$ cat src/rtl/conv_mac_pkg.sv
// Shared widths, sideband bundle, FSM states and saturation limits
// for the pipelined multiply-accumulate block.
package conv_mac_pkg;

  localparam int DIN0_W = 8;
  localparam int DIN1_W = 14;
  localparam int ACC_W  = 32;
  localparam int NSTAGE = 3;
  localparam int CNT_W  = 16;

  typedef enum logic {
    IDLE  = 1'b0,
    ACCUM = 1'b1
  } state_t;

  typedef struct packed {
    logic valid;
    logic last;
    logic mode;
  } side_t;

  // Limits for a w-bit accumulator, w in 2..64.
  function automatic logic [63:0] umax_f(int w);
    return {64{1'b1}} >> (64 - w);
  endfunction

  function automatic logic [63:0] smax_f(int w);
    return {64{1'b1}} >> (65 - w);
  endfunction

  function automatic logic [63:0] smin_f(int w);
    return 64'd1 << (w - 1);
  endfunction

endpackage

$ cat src/rtl/conv_mac_mul_pipe.sv
// ce-gated multiplier pipeline; the product is extended to the
// accumulator width before it enters the first stage.
module conv_mac_mul_pipe
  import conv_mac_pkg::*;
#(
  parameter int D0W  = DIN0_W,
  parameter int D1W  = DIN1_W,
  parameter int ACCW = ACC_W,
  parameter int NS   = NSTAGE
) (
  input  logic            ap_clk,
  input  logic            ap_rst_n,
  input  logic            ce,
  input  logic            valid,
  input  logic            last,
  input  logic            mode,
  input  logic [D0W-1:0]  din0,
  input  logic [D1W-1:0]  din1,
  output logic [ACCW-1:0] prod,
  output side_t           side_out
);

  localparam int PW = D0W + D1W;

  logic signed [PW-1:0] ps;
  logic [PW-1:0]        pu;
  logic [ACCW-1:0]      ext;
  logic [ACCW-1:0]      data [NS];
  side_t                side [NS];

  assign ps = PW'($signed(din0)) * PW'($signed(din1));
  assign pu = PW'(din0) * PW'(din1);

  always_comb begin
    ext = ACCW'(pu);
    if (mode) ext = ACCW'(ps);
  end

  always_ff @(posedge ap_clk or negedge ap_rst_n) begin
    if (!ap_rst_n) begin
      for (int i = 0; i < NS; i++) begin
        data[i] <= '0;
        side[i] <= '0;
      end
    end else if (ce) begin
      data[0] <= ext;
      side[0] <= '{valid: valid, last: last, mode: mode};
      for (int i = 1; i < NS; i++) begin
        data[i] <= data[i-1];
        side[i] <= side[i-1];
      end
    end
  end

  assign prod     = data[NS-1];
  assign side_out = side[NS-1];

endmodule

$ cat src/rtl/conv_mac_pipe.sv
// Streaming dot-product engine: pipelined multiply, accumulate,
// wrap or saturate, one result per in_last beat.
module conv_mac_pipe
  import conv_mac_pkg::*;
#(
  parameter int DIN0_WIDTH = DIN0_W,
  parameter int DIN1_WIDTH = DIN1_W,
  parameter int ACC_WIDTH  = ACC_W,
  parameter int NUM_STAGE  = NSTAGE,
  parameter int CNT_WIDTH  = CNT_W,
  parameter int SATURATE   = 0
) (
  input  logic                  ap_clk,
  input  logic                  ap_rst_n,
  input  logic                  in_valid,
  output logic                  in_ready,
  input  logic [DIN0_WIDTH-1:0] din0,
  input  logic [DIN1_WIDTH-1:0] din1,
  input  logic                  in_signed,
  input  logic                  in_last,
  output logic                  out_valid,
  input  logic                  out_ready,
  output logic [ACC_WIDTH-1:0]  out_data,
  output logic [CNT_WIDTH-1:0]  out_beats,
  output logic                  out_ovf
);

  localparam int M = ACC_WIDTH - 1;
  localparam logic [M:0] UMAX = ACC_WIDTH'(umax_f(ACC_WIDTH));
  localparam logic [M:0] SMAX = ACC_WIDTH'(smax_f(ACC_WIDTH));
  localparam logic [M:0] SMIN = ACC_WIDTH'(smin_f(ACC_WIDTH));

  logic           ce;
  logic           accept;
  state_t         state;
  logic           mode_q;
  logic           beat_mode;
  logic [M:0]     prod;
  side_t          pside;
  logic [M:0]     acc;
  logic [CNT_WIDTH-1:0] cnt;
  logic [CNT_WIDTH-1:0] cnt_next;
  logic           ovf;
  logic [M+1:0]   sum_ext;
  logic [M:0]     sum;
  logic           ovf_now;
  logic [M:0]     res;

  assign ce       = !out_valid || out_ready;
  assign in_ready = ce;
  assign accept   = in_valid && ce;

  // The first beat of a dot product sets the mode for all its beats.
  assign beat_mode = (state == IDLE) ? in_signed : mode_q;

  always_ff @(posedge ap_clk or negedge ap_rst_n) begin
    if (!ap_rst_n) begin
      state  <= IDLE;
      mode_q <= 1'b0;
    end else if (accept) begin
      if (state == IDLE) mode_q <= in_signed;
      state <= in_last ? IDLE : ACCUM;
    end
  end

  conv_mac_mul_pipe #(
    .D0W (DIN0_WIDTH),
    .D1W (DIN1_WIDTH),
    .ACCW(ACC_WIDTH),
    .NS  (NUM_STAGE)
  ) u_mul (
    .ap_clk  (ap_clk),
    .ap_rst_n(ap_rst_n),
    .ce      (ce),
    .valid   (accept),
    .last    (in_last),
    .mode    (beat_mode),
    .din0    (din0),
    .din1    (din1),
    .prod    (prod),
    .side_out(pside)
  );

  assign sum_ext  = {1'b0, acc} + {1'b0, prod};
  assign sum      = sum_ext[M:0];
  assign cnt_next = (&cnt) ? cnt : cnt + CNT_WIDTH'(1);

  always_comb begin
    ovf_now = sum_ext[M+1];
    if (pside.mode)
      ovf_now = (acc[M] == prod[M]) && (sum[M] != acc[M]);
    res = sum;
    if (ovf_now && SATURATE != 0) begin
      unique case (1'b1)
        !pside.mode: res = UMAX;
        prod[M]:     res = SMIN;
        default:     res = SMAX;
      endcase
    end
  end

  always_ff @(posedge ap_clk or negedge ap_rst_n) begin
    if (!ap_rst_n) begin
      acc       <= '0;
      cnt       <= '0;
      ovf       <= 1'b0;
      out_valid <= 1'b0;
      out_data  <= '0;
      out_beats <= '0;
      out_ovf   <= 1'b0;
    end else if (ce) begin
      if (out_valid) out_valid <= 1'b0;
      if (pside.valid) begin
        if (pside.last) begin
          out_valid <= 1'b1;
          out_data  <= res;
          out_beats <= cnt_next;
          out_ovf   <= ovf | ovf_now;
          acc       <= '0;
          cnt       <= '0;
          ovf       <= 1'b0;
        end else begin
          acc <= res;
          cnt <= cnt_next;
          ovf <= ovf | ovf_now;
        end
      end
    end
  end

endmodule

$ cat config.mk
export PLATFORM = sky130hd
export DESIGN_NAME = conv_mac_pipe
export DESIGN_NICKNAME = d
export VERILOG_FILES = /design/src/rtl/conv_mac_pkg.sv /design/src/rtl/conv_mac_mul_pipe.sv /design/src/rtl/conv_mac_pipe.sv
export SDC_FILE = /design/constraint.sdc
export NUM_CORES = 1
export LEC_CHECK = 0
export CAP_MARGIN = 20
export CORE_ASPECT_RATIO = 0.8
export CORE_MARGIN = 3
export CORE_UTILIZATION = 42
export CTS_CLUSTER_SIZE = 25
export DETAILED_ROUTE_END_ITERATION = 6
export GPL_TIMING_DRIVEN = 0
export PLACE_DENSITY = 0.65
export SLEW_MARGIN = 10
export SYNTH_ARGS = -nofsm -noshare
export SYNTH_HDL_FRONTEND = slang
export SYNTH_SLANG_ARGS = --single-unit
export TNS_END_PERCENT = 20
$ cat constraint.sdc
create_clock -name ap_clk -period 3.25 [get_ports ap_clk]
set_clock_uncertainty 0.05 [all_clocks]
set_input_delay 0.65 -clock ap_clk [delete_from_list [all_inputs] [get_ports ap_clk]]
set_output_delay 0.65 -clock ap_clk [all_outputs]
set_load 0.05 [all_outputs]
# After elaboration in Yosys (flattened, before gate mapping)
# Cells that the tools add are included.
# totals
register_bits	206
out_inout_bits	51
elab_cells	45
# op_classes
n_addsub	2
multipliers	2
n_eq_ne	2
n_mux	10
bitwise_logic	1
reduce_logical	7
# op_table
operator	n
$mux W32	2
$mul A8 B14 Y22	2
$add A32 B32 Y33	1
$mux W16	2
$add A16 B1 Y16 const B	1
$reduce_and A16 Y1	1
$mux W1	6
$reduce_and A3 Y1	1
$logic_and A1 B1 Y1	2
$reduce_and A2 Y1	1
$eq A1 B1 Y1	1
$logic_not A1 Y1	1
$logic_or A1 B1 Y1	1
$ne A1 B1 Y1	1
$or A1 B1 Y1	1

# Logic depth before layout (Yosys ltp)
# Gate-level depths: netlist of run 1.
# logic_depth
word_depth	6
depth_mapped	22

# By module
# From an unflattened synthesis of run 1, not the netlist that was laid out.
# hier_totals
cells_unflattened	1748
area_unflattened_um2	16168.0
# by_module_without_submodules
module	n_inst	cells_each	area_per_inst_um2	seq_area_each_um2
conv_mac_mul_pipe	1	1094	10172.3	1951.9
conv_mac_pipe	1	654	5995.8	2527.4

# Worst setup path after synthesis of run 1
# Ideal clock, no wire load.
# synth_path
path_kind	input to register
from	in din0[7]
to	reg u_mul.data[79] (netlist bit)
t_arrival_ps	5082
required_time_ps	3135
path_slack_ps	-1947
path_stages	17
path_cell_list	clkbuf_1 -> nand2_1 -> fa_1 -> fa_1 -> inv_1 -> fa_1 -> inv_1 -> fa_1 -> inv_1 -> ha_1 -> or4_1 -> o22a_1 -> a31o_2 -> a21o_1 -> a21oi_1 -> mux2i_1 -> o211a_1
# synth_via
elab_chain_cells	2
word_cells_on_any_way	3
cone_classes	mul: 2; mux: 1
# synth_lines
item	line_no	source
start: declaration	conv_mac_pipe.sv:17	input logic [DIN0_WIDTH-1:0] din0,
$mul A8 B14 Y22, on equally long branches	conv_mac_mul_pipe.sv:32, conv_mac_mul_pipe.sv:31	
$mux W32 *	conv_mac_mul_pipe.sv:36	if (mode) ext = ACCW'(ps);
end signal: indexed assignment	conv_mac_mul_pipe.sv:49	data[i] <= data[i-1];
end: declaration	conv_mac_mul_pipe.sv:28	logic [ACCW-1:0] data [NS];
# Every way passes the cells marked *; elsewhere a longest branch is shown, timed or not.
# A chain may end at the register's enable or synchronous reset.

# Final worst setup path of run 1
# layout_path
from	in din0[6]
to	reg u_mul.data[85] (netlist bit)
# Same word-level chain as after synthesis.

==> results of run 1 <==
-- metal layers --
layer / vias up / routed length, um
met3: 36 / 2320
li1: 5987 / -
met4: 0 / 499
met2: 225 / 17600
met1: 6201 / 20300
met5: - / 0
-- power breakdown --
part           internal (W)  total, W  switching, W
Sequential          0.00316   0.00377      0.000608
Clock               0.00109   0.00199      0.000904
Combinational       0.00553    0.0131       0.00760
-- cell type report --
| cell class | count | area (um2) | share of cell area |
|---|---|---|---|
| Sequential cell | 179 | 4480 | 0.236 |
| Timing Repair Buffer | 109 | 1100 | 0.0582 |
| Inverter | 300 | 1130 | 0.0595 |
| Tap cell | 480 | 601 | 0.0316 |
| Clock buffer | 23 | 498 | 0.0262 |
| Buffer | 59 | 510 | 0.0269 |
| Clock inverter | 9 | 70.1 | 0.00369 |
| Multi-Input combinational cell | 1253 | 10600 | 0.558 |
-- synthesized netlist by cell type, drive strengths merged (3+ instances only) --
cell type and number:
nand2 346, inv 299, dfrtp 179, fa 152, ha 109, o21ai 105
nor2 88, a21oi 73, and2 68, clkbuf 49, xnor2 46, a21o 25
xor2 22, mux2 14, nand3 14, nor3 14, a22o 13, a31oi 12
and3 12, o21a 12, a211oi 11, mux2i 11, nand2b 11, buf 10
nand4 9, o21bai 9, o31ai 9, nor2b 5, a41oi 4, nand3b 4
o211ai 4, or3 4, a221o 3, a221oi 3, nor4 3, o311ai 3
or4 3
-- critical path: stages --
cell and delay (ns):
buf_12 0.10, clkbuf_16 0.14, and2_4 0.15, inv_2 0.03, fa_1 0.46, fa_1 0.52
inv_1 0.05, fa_1 0.47, inv_1 0.05, fa_1 0.53, inv_2 0.05, ha_4 0.15
or4_4 0.53, o22a_4 0.23, a221o_1 0.39, a41oi_2 0.17, xnor2_1 0.16, o21ai_1 0.08
a21o_1 0.15
-- metrics by stage --
stage | total power [W] | setup TNS (ns) | setup slack (ns)
floorplan | 0.0123 | -23.25 | -1.64
detailed placement | 0.0153 | -70.72 | -3.06
CTS | 0.0185 | -20.82 | -1.57
global placement | 0.0151 | -1134.82 | -5.97
finish | 0.0189 | -21.15 | -1.55
global route | 0.0206 | -23.84 | -1.70
-- sequential cells by signal, indices dropped and copies added (netlist names), 3 cells and up --
name and count:
u_mul.side_out 3, out_data 32, u_mul.data 46, u_mul.side 6
acc 32, out_beats 16, u_mul.prod 23, cnt 16
-- cells in the final DEF (no fill, tap or decap), types with 43 or more instances in the layout --
master           instances
ha_1                    82
a21oi_1                 62
nand2_1                331
dfrtp_1                178
nor2_1                  84
inv_1                  272
xnor2_1                 43
fa_1                   140
clkdlybuf4s50_1         54
o21ai_0                 85
and2_1                  57
-- logic make-up after synthesis --
logic type	after synthesis	synth area share
fa+ha+maj	261	0.280
xor+xnor	68	0.0379
buf+inv	359	0.0859
compound gates	308	0.127
simple gates	591	0.168
flops	179	0.285
mux	25	0.0170
-- worst paths after layout --
check | startpoint | endpoint | slack [ns] | cells after the start
min in group ap_clk | u_mul.data[37]$_DFFE_PN0N_ | u_mul.data[37]$_DFFE_PN0N_ | 0.42 | 2
hold / removal | ap_rst_n | out_data[23]$_DFFE_PN0P_ | 0.13 | 1
setup / recovery | din0[6] | u_mul.data[85]$_DFFE_PN0N_ | -1.55 | 19
setup reg to reg | u_mul.prod[1]$_DFFE_PN0N_ | out_data[27]$_DFFE_PN0P_ | 0.19 | 8
hold reg to reg | u_mul.data[37]$_DFFE_PN0N_ | u_mul.data[37]$_DFFE_PN0N_ | 0.42 | 2
max in group asynchronous | ap_rst_n | u_mul.side[7]$_DFFE_PN0N_ | 2.12 | 2
-- what timing repair did --
action / CTS / global route
pin swaps: 76 / 25
buffers inserted: 27 / 5
gates cloned: 4 / 0
resized for setup: 214 / 40
setup endpoints to repair: 50 / 33
hold buffers: 0 / 0
endpoints found under the hold margin: 0 / 0
==> results_dict.tcl, run 1 <==
set metrics [dict create \
    fill_cells 3325 \
    clk_latency_ns 0.44 \
    tritoncts "yes" \
    nNetsFinal 2208 \
    violations "setup timing" \
    syn_to_final_growth_pct 20.7 \
    grt_usage 0.213 \
    numCtsBuffers 17 \
    dr.first_iter.drc_count 682 \
    max_slew_margin 0.225 \
    ant_nets 0 \
    gp_congestion 0.863 \
    start_util 0.432 \
    yosysSeqAreaShare 0.285 \
    synth_top_area_share 0.285 \
    io_pins 79 \
    drc_errors 0 \
    yosys_warnings 0 \
    ys_top_cells_by_area "dfrtp_1 28%, fa_1 19%, ha_1 8.7%" \
    path_class "in -> reg" \
    ctsRootBufferMaster "clkbuf_16" \
    rows 62 \
    grt_pass1_wl_um 67300 \
    grt_pass1_vias 12900 \
    outcome "finished with violations" \
    portBuffers 72 \
    synth_edf_count 0 \
    powerDensity_nw_per_um2 995 \
    die_y_um 179 \
    drv_slew 0 \
    dpl.cell_count 2344 \
    cp_max_fo 6 \
    stdcell_area_um2 19000 \
    hp-class "in -> async" \
    vias_per_cell 5.16 \
    top_usage_layer "met2" \
    synth_top_flop_cell "dfrtp_1" \
    ctsHtreeMaxLevel 4 \
    synthesis.nets 2080 \
    grt_overflow 0 \
    clkTransAtPathRegs_ns 0.06 \
    hold_ws_ns 0.134 \
    die_width_um 222 \
    ir_worst_vdd_mv 0.509 \
    cp.required_ns 3.53 \
    period_share 1.48 \
    netlist_area_um2 15700 \
    yosys.cell_types.count 80 \
    grt_util_met2 0.326 \
    maxCapViolCount 0 \
    worstPathArrival_ns 5.08 \
    p_leak_nw 9.24 \
    diodes 0 \
    use_met1 0.311 \
    clock-sinks 179 \
    grt_setup_unrepaired "true" \
    detail_route.wl_per_cell_um 16.9 \
    cp-end-kind "flip-flop" \
    hpwlAfterDp_um 31400 \
    coreArea_um2 36400 \
    period_needed_ns 4.80 \
    vias 12400 \
    worst_pin_slew_ns 1.13 \
    drive_above_1_share 0.142 \
    syn_avg_cell_area_um2 8.78 \
    post_dp_cell_area_um2 17500 \
    die_area_um2 39800 \
    routed_wl_um 40700 \
    use_met3 0.0501 \
    cp-start-kind "input pin" \
    setup-violations-final 19 \
    finalWorstSetupSlack_ns -1.55 \
    dr.pass1.iters 4 \
    final_cells 2412 \
    final_core_util 0.522 \
    antenna_found_initial 0 \
    grt_max_degree 98 \
    syn_inst 1791 \
    ys_ff_latch 179 \
    synth.largest_area_cell "dfrtp_1" \
    cts_buffer_depth 2 \
    max_freq_mhz 208 \
    hold_viol 0 \
    synthArstFlopShare 1.00 \
]
(Power assumes the default switching activity.)
==> inputs of run 2 (changes only) <==
==> constraint.sdc (replaced) <==
create_clock -name ap_clk -period 5.4 [get_ports ap_clk]
set_clock_uncertainty 0.05 [all_clocks]
set_input_delay 1.08 -clock ap_clk [delete_from_list [all_inputs] [get_ports ap_clk]]
set_output_delay 1.08 -clock ap_clk [all_outputs]
set_load 0.05 [all_outputs]
==> results_dict.tcl, run 2 (synthesis gave the netlist of run 1 again) <==
set metrics [dict create \
    outcome "complete, no violations" \
    antenna_found_initial 1 \
    vias 12500 \
    hold_viol 0 \
    setup-violations-final 0 \
    finalWorstSetupSlack_ns 0.0280 \
    path_class "in -> reg" \
    p_seq_frac 0.204 \
    top_register "u_mul.data" \
    cp-start-kind "input pin" \
    switching_share 0.482 \
    largest_reg_flops 46 \
    nNetsFinal 2193 \
    combPwrFrac 0.678 \
    diodes 0 \
    die_width_um 222 \
    clock-sinks 179 \
    period_share 0.995 \
    routed_wl_um 39800 \
    numCtsBuffers 17 \
    holdBufCountCts 0 \
    ctsHtreeMaxLevel 4 \
    syn_to_final_growth_pct 17.3 \
    hold_path_depth 2 \
    ctsRootBufferMaster "clkbuf_16" \
    switching_power_w 0.00536 \
    period_needed_ns 5.37 \
    start_util 0.432 \
    worstPathArrival_ns 5.68 \
    clkTransAtPathRegs_ns 0.07 \
    gp_congestion 0.864 \
    coreArea_um2 36400 \
    power.total_w 0.0111 \
    cp_max_fo 10 \
    cts_buffer_depth 2 \
    ant_nets 0 \
    max_freq_mhz 186 \
    ir_worst_vdd_mv 0.298 \
    grt_setup_unrepaired "true" \
    post_dp_cell_area_um2 17200 \
    hpwlAfterDp_um 31300 \
    die_y_um 179 \
    hp-class "reg -> reg" \
    final_cells 2396 \
    drive_above_1_share 0.105 \
    grt_pass1_wl_um 65300 \
    vias_per_cell 5.21 \
    powerDensity_nw_per_um2 603 \
    fin_tns_setup_ns 0 \
    maxCapViolCount 0 \
    portBuffers 72 \
    io_pins 79 \
    clk_latency_ns 0.43 \
    cp.required_ns 5.71 \
    die_area_um2 39800 \
    grt_max_degree 106 \
    cp-end-kind "flip-flop" \
    grt_usage 0.205 \
    pre_cts_ws_ns -1.52 \
    drc_errors 0 \
    top_regs "u_mul.data (46), acc (32), out_data (32)" \
    r2r_cells 9 \
    dpl.cell_count 2344 \
    grt_pass1_vias 12700 \
    stdcell_area_um2 18400 \
    max_slew_margin 0.169 \
    detail_route.wl_per_cell_um 16.6 \
    multiInputGateArea_um2 10300 \
    drv_slew 0 \
    tritoncts "yes" \
    rows 62 \
    clkPwrFrac 0.118 \
    intPower_w 0.00577 \
    fill_cells 3414 \
    dr.pass1.iters 5 \
    dr.first_iter.drc_count 787 \
    worst_pin_slew_ns 1.21 \
    seq_area_um2 4480 \
    p_leak_nw 9.07 \
    final_cell_mix "336 x nand2_1, 287 x inv_1, 179 x dfrtp_1, 144 x fa_1, 92 x o21ai_0" \
    layout_commonest_cell "nand2_1" \
    grt_overflow 0 \
]
## run 2: changes by cell type in the layout (fill, tap and decap cells not counted), sizes merged, moves of 3 or more
cell,change
inv,+3
bufinv,+3
clkinvlp,-3
clkbuf,-10
buf,-10
## run 2: critical path, stage by stage
cell and delay, ns:
clkbuf_4 0.16, clkbuf_16 0.18, nand2_2 0.08, fa_1 0.51, fa_1 0.51, inv_1 0.05
fa_1 0.47, inv_1 0.06, fa_1 0.53, inv_1 0.07, ha_4 0.29, o21a_1 0.11
o31a_1 0.25, o32ai_4 0.12, o2111a_2 0.31, or4b_4 0.56, a31oi_4 0.15, a21oi_2 0.06
o21ai_1 0.12
## run 2: per-stage QoR
step,util,hold slack (ns)
6_report,0.507,0.418
5_1_grt,0.507,0.442
4_1_cts,0.499,0.422
3_5_place_dp,0.473,0.405
3_3_place_gp,0.472,0.402
2_1_floorplan,-,0.389
## run 2: final cells by class
cell class,count,share of cell area
Clock buffer,18,0.0238
Clock inverter,13,0.00943
Multi-Input combinational cell,1253,0.559
Timing Repair Buffer,95,0.0491
Buffer,58,0.0216
Sequential cell,179,0.243
Tap cell,480,0.0326
Inverter,300,0.0613
## run 2: timing repair
action,4_1_cts,5_1_grt
setup buffers,11,10
pin swaps,15,35
cloned,1,0
endpoints found under the setup margin,15,10
endpoints found under the hold margin,0,0
gates resized for setup,125,76
## run 2: path summary, 6_finish.rpt
kind	start	endpoint	slack, ns
min in group asynchronous	ap_rst_n	out_data[25]$_DFFE_PN0P_	0.54
max in group asynchronous	ap_rst_n	u_mul.data[52]$_DFFE_PN0N_	3.85
hold reg to reg	u_mul.data[44]$_DFFE_PN0N_	u_mul.data[44]$_DFFE_PN0N_	0.42
setup reg to reg	out_valid$_DFFE_PN0N_	out_beats[2]$_DFFE_PN0P_	1.98
hold / removal	u_mul.data[44]$_DFFE_PN0N_	u_mul.data[44]$_DFFE_PN0N_	0.42
setup / recovery	din0[1]	u_mul.data[84]$_DFFE_PN0N_	0.03
## run 2: per-layer routing
layer  global-route usage  vias up  wire length (um)
li1                     -     5957                 -
met5                    0        -                 0
met1                0.309     6248             19800
met2                0.312      251             17500
met4               0.0360        0               345
met3               0.0376       25              2130
## run 2: power groups by stage
stage,combinational [W],clock (W),sequential (W)
finish,0.00755,0.00131,0.00228
detailed placement,0.00668,0,0.00230
global route,0.00842,0.00139,0.00234
floorplan,0.00455,0,0.00265
CTS,0.00705,0.00133,0.00228
global placement,0.00657,0,0.00229
==> inputs of run 3 (changes only) <==
--- a/config.mk
+++ b/config.mk
@@ -6,7 +6,7 @@
 export NUM_CORES = 1
 export LEC_CHECK = 0
 export CAP_MARGIN = 20
-export CORE_ASPECT_RATIO = 0.8
+export CORE_ASPECT_RATIO = 0.7
 export CORE_MARGIN = 3
 export CORE_UTILIZATION = 42
 export CTS_CLUSTER_SIZE = 25
@@ -16,5 +16,6 @@
 export SLEW_MARGIN = 10
 export SYNTH_ARGS = -nofsm -noshare
 export SYNTH_HDL_FRONTEND = slang
+export SYNTH_HIERARCHICAL = 1
 export SYNTH_SLANG_ARGS = --single-unit
 export TNS_END_PERCENT = 20
==> results_dict.tcl, run 3 <==
set metrics [dict create \
    outcome "complete, no violations" \
    cts_buffer_depth 2 \
    grt_max_degree 97 \
    cp-end-kind "flip-flop" \
    period_needed_ns 5.35 \
    die_y_um 170 \
    largest_reg_flops 46 \
    worstPathArrival_ns 5.62 \
    die_area_um2 40900 \
    drv_slew 0 \
    top_register "u_mul/data" \
    syn_to_final_growth_pct 17.2 \
    netlist_area_um2 16200 \
    synth.largest_area_cell "dfrtp_1" \
    io_pins 79 \
    slowest_stage "fa_1" \
    portBuffers 68 \
    cp.required_ns 5.67 \
    synthArstFlopShare 1.00 \
    final_core_util 0.504 \
    dr.pass1.iters 5 \
    setup-violations-final 0 \
    stdcell_area_um2 18900 \
    yosysMostFrequentCell "inv_1" \
    powerDensity_nw_per_um2 601 \
    ctsHtreeMaxLevel 4 \
    post_dp_cell_area_um2 17700 \
    grt_pass1_wl_um 66800 \
    path_class "in -> reg" \
    ant_nets 0 \
    hp-class "reg -> reg" \
    cp-start-kind "input pin" \
    hold_viol 0 \
    dr.first_iter.drc_count 901 \
    maxCapViolCount 0 \
    synth_top_area_share 0.277 \
    syn_avg_cell_area_um2 9.25 \
    synth_top_flop_cell "dfrtp_1" \
    grt_overflow 0 \
    fill_cells 3419 \
    gp_congestion 0.923 \
    yosysSeqAreaShare 0.277 \
    clock-sinks 179 \
    top_regs "u_mul/data (46), acc (32), out_data (32)" \
    synthesis.nets 2037 \
    routed_wl_um 40300 \
    coreArea_um2 37600 \
    path_common_cell "fa_1" \
    vias_per_cell 5.25 \
    hpwlAfterDp_um 32000 \
    ys_ff_latch 179 \
    tritoncts "yes" \
    numCtsBuffers 17 \
    final_cell_mix "286 x inv_1, 185 x nand2_1, 179 x dfrtp_1, 146 x fa_1, 89 x ha_1" \
    drive_above_1_share 0.163 \
    ys_top_cells_by_count "305 x inv_1, 194 x nand2_1, 179 x dfrtp_1, 152 x fa_1, 109 x ha_1" \
    vias 12400 \
    synth_edf_count 0 \
    antenna_found_initial 0 \
    ctsRootBufferMaster "clkbuf_16" \
    syn_inst 1748 \
    period_share 0.991 \
    worst_pin_slew_ns 0.826 \
    crit_path_cell_trace "buf_12 > clkbuf_16 > and2_4 > fa_1 > inv_1 > fa_1 > inv_2 > fa_1 > inv_1 > fa_1 > inv_2 > ha_4 > o21a_1 > o31a_1 > o41a_1 > a221o_2 > a31oi_4 > xor2_1 > o211ai_1 > o21a_1" \
    p_leak_nw 9.08 \
    grt_usage 0.205 \
    clkTransAtPathRegs_ns 0.06 \
    layout_commonest_cell "inv_1" \
    diodes 0 \
    rows 59 \
    nNetsFinal 2151 \
    start_util 0.430 \
    drc_errors 0 \
    ir_worst_vdd_mv 0.284 \
    yosys.cell_types.count 72 \
    detail_route.wl_per_cell_um 17.0 \
    holdBufCountCts 0 \
    ys_top_cells_by_area "dfrtp_1 28%, fa_1 19%, ha_1 8.4%" \
    yosys_warnings 6 \
    grt_pass1_vias 12900 \
    grt_setup_unrepaired "true" \
    cpPeakStageDelay_ns 0.50 \
    cp_max_fo 8 \
    die_width_um 241 \
    power.total_w 0.0114 \
    max_slew_margin 0.449 \
    max_freq_mhz 187 \
    hold_ws_ns 0.424 \
    clk_latency_ns 0.44 \
]
-- run 3: cell types whose count changed after synthesis, sizes merged, moves of 8 or more --
cell,change
nand3,+8
mux2,+56
buf,+35
o21ai,-13
nand2,-151
o211ai,+13
xnor2,-8
and2,-16
-- run 3: logic make-up after synthesis --
group	synth area share
fa+ha+maj	0.273
simple gates	0.127
flops	0.277
xor+xnor	0.0363
mux	0.0574
compound gates	0.128
buf+inv	0.102
-- run 3: power breakdown --
group	total (W)	switching [W]	internal, W
registers	0.00222	0.000320	0.00190
clock network	0.00129	0.000534	0.000755
logic	0.00789	0.00454	0.00335
total	0.0114	0.00540	0.00600
-- run 3: per-stage QoR --
step	setup TNS, ns	worst slack (ns)	std cells
finish	0	0.0495	2361
floorplan	-0.0185	-0.0185	1748
global route	-0.377	-0.102	2361
global placement	-777.69	-4.27	2304
CTS	0	0.00419	2352
detailed placement	-17.03	-1.56	2305
-- run 3: metal layers --
metal  vias to the layer above  track usage  wire, um  part of all wire
li1                       5882            -         -                 -
met4                         0       0.0298       270            0.0067
met2                       270        0.312     17400              0.43
met1                      6235        0.313     20300              0.51
met3                        16       0.0352      2240             0.056
met5                         -            0         0                 0
-- run 3: critical path, delay by kind of cell --
family,cells,cell delay [ns]
xor gates and xnor gates,1,0.18
and+or+nand+nor,1,0.16
adders and majority gates,5,2.17
AOI/OAI and AO/OA,7,1.57
buffers and inverters,6,0.44
-- run 3: what timing repair did --
| action | 4_1_cts | 5_1_grt |
|---|---|---|
| pin swaps | 30 | 52 |
| endpoints found under the setup margin | 15 | 8 |
| gates resized for setup | 126 | 72 |
| gates cloned | 2 | 1 |
| setup buffers | 16 | 8 |
-- run 3: cell type report --
cell class	instances	area (um2)	share of cell area
buffer	94	663	0.0350
clock buffer	20	457	0.0241
sequential	179	4480	0.236
inverter	305	1150	0.0606
multi-input combinational	1169	10500	0.554
clock inverter	10	150	0.00793
tap	488	611	0.0322
timing repair buffer	96	946	0.0499
-- run 3: worst paths after layout --
kind	from	end	slack, ns	depth (start not counted)
worst max-delay path	din0[6]	u_mul/data[81]$_DFFE_PN0P_	0.05	20
worst min-delay path	acc[0]$_DFFE_PN0P_	acc[0]$_DFFE_PN0P_	0.42	2
worst max register to register	u_mul/prod[0]$_DFFE_PN0P_	out_ovf$_DFFE_PN0P_	2.19	11
worst min register to register	acc[0]$_DFFE_PN0P_	acc[0]$_DFFE_PN0P_	0.42	2
max in group asynchronous	ap_rst_n	u_mul/side[5]$_DFFE_PN0P_	3.83	2
min in group asynchronous	ap_rst_n	out_data[10]$_DFFE_PN0P_	0.56	1
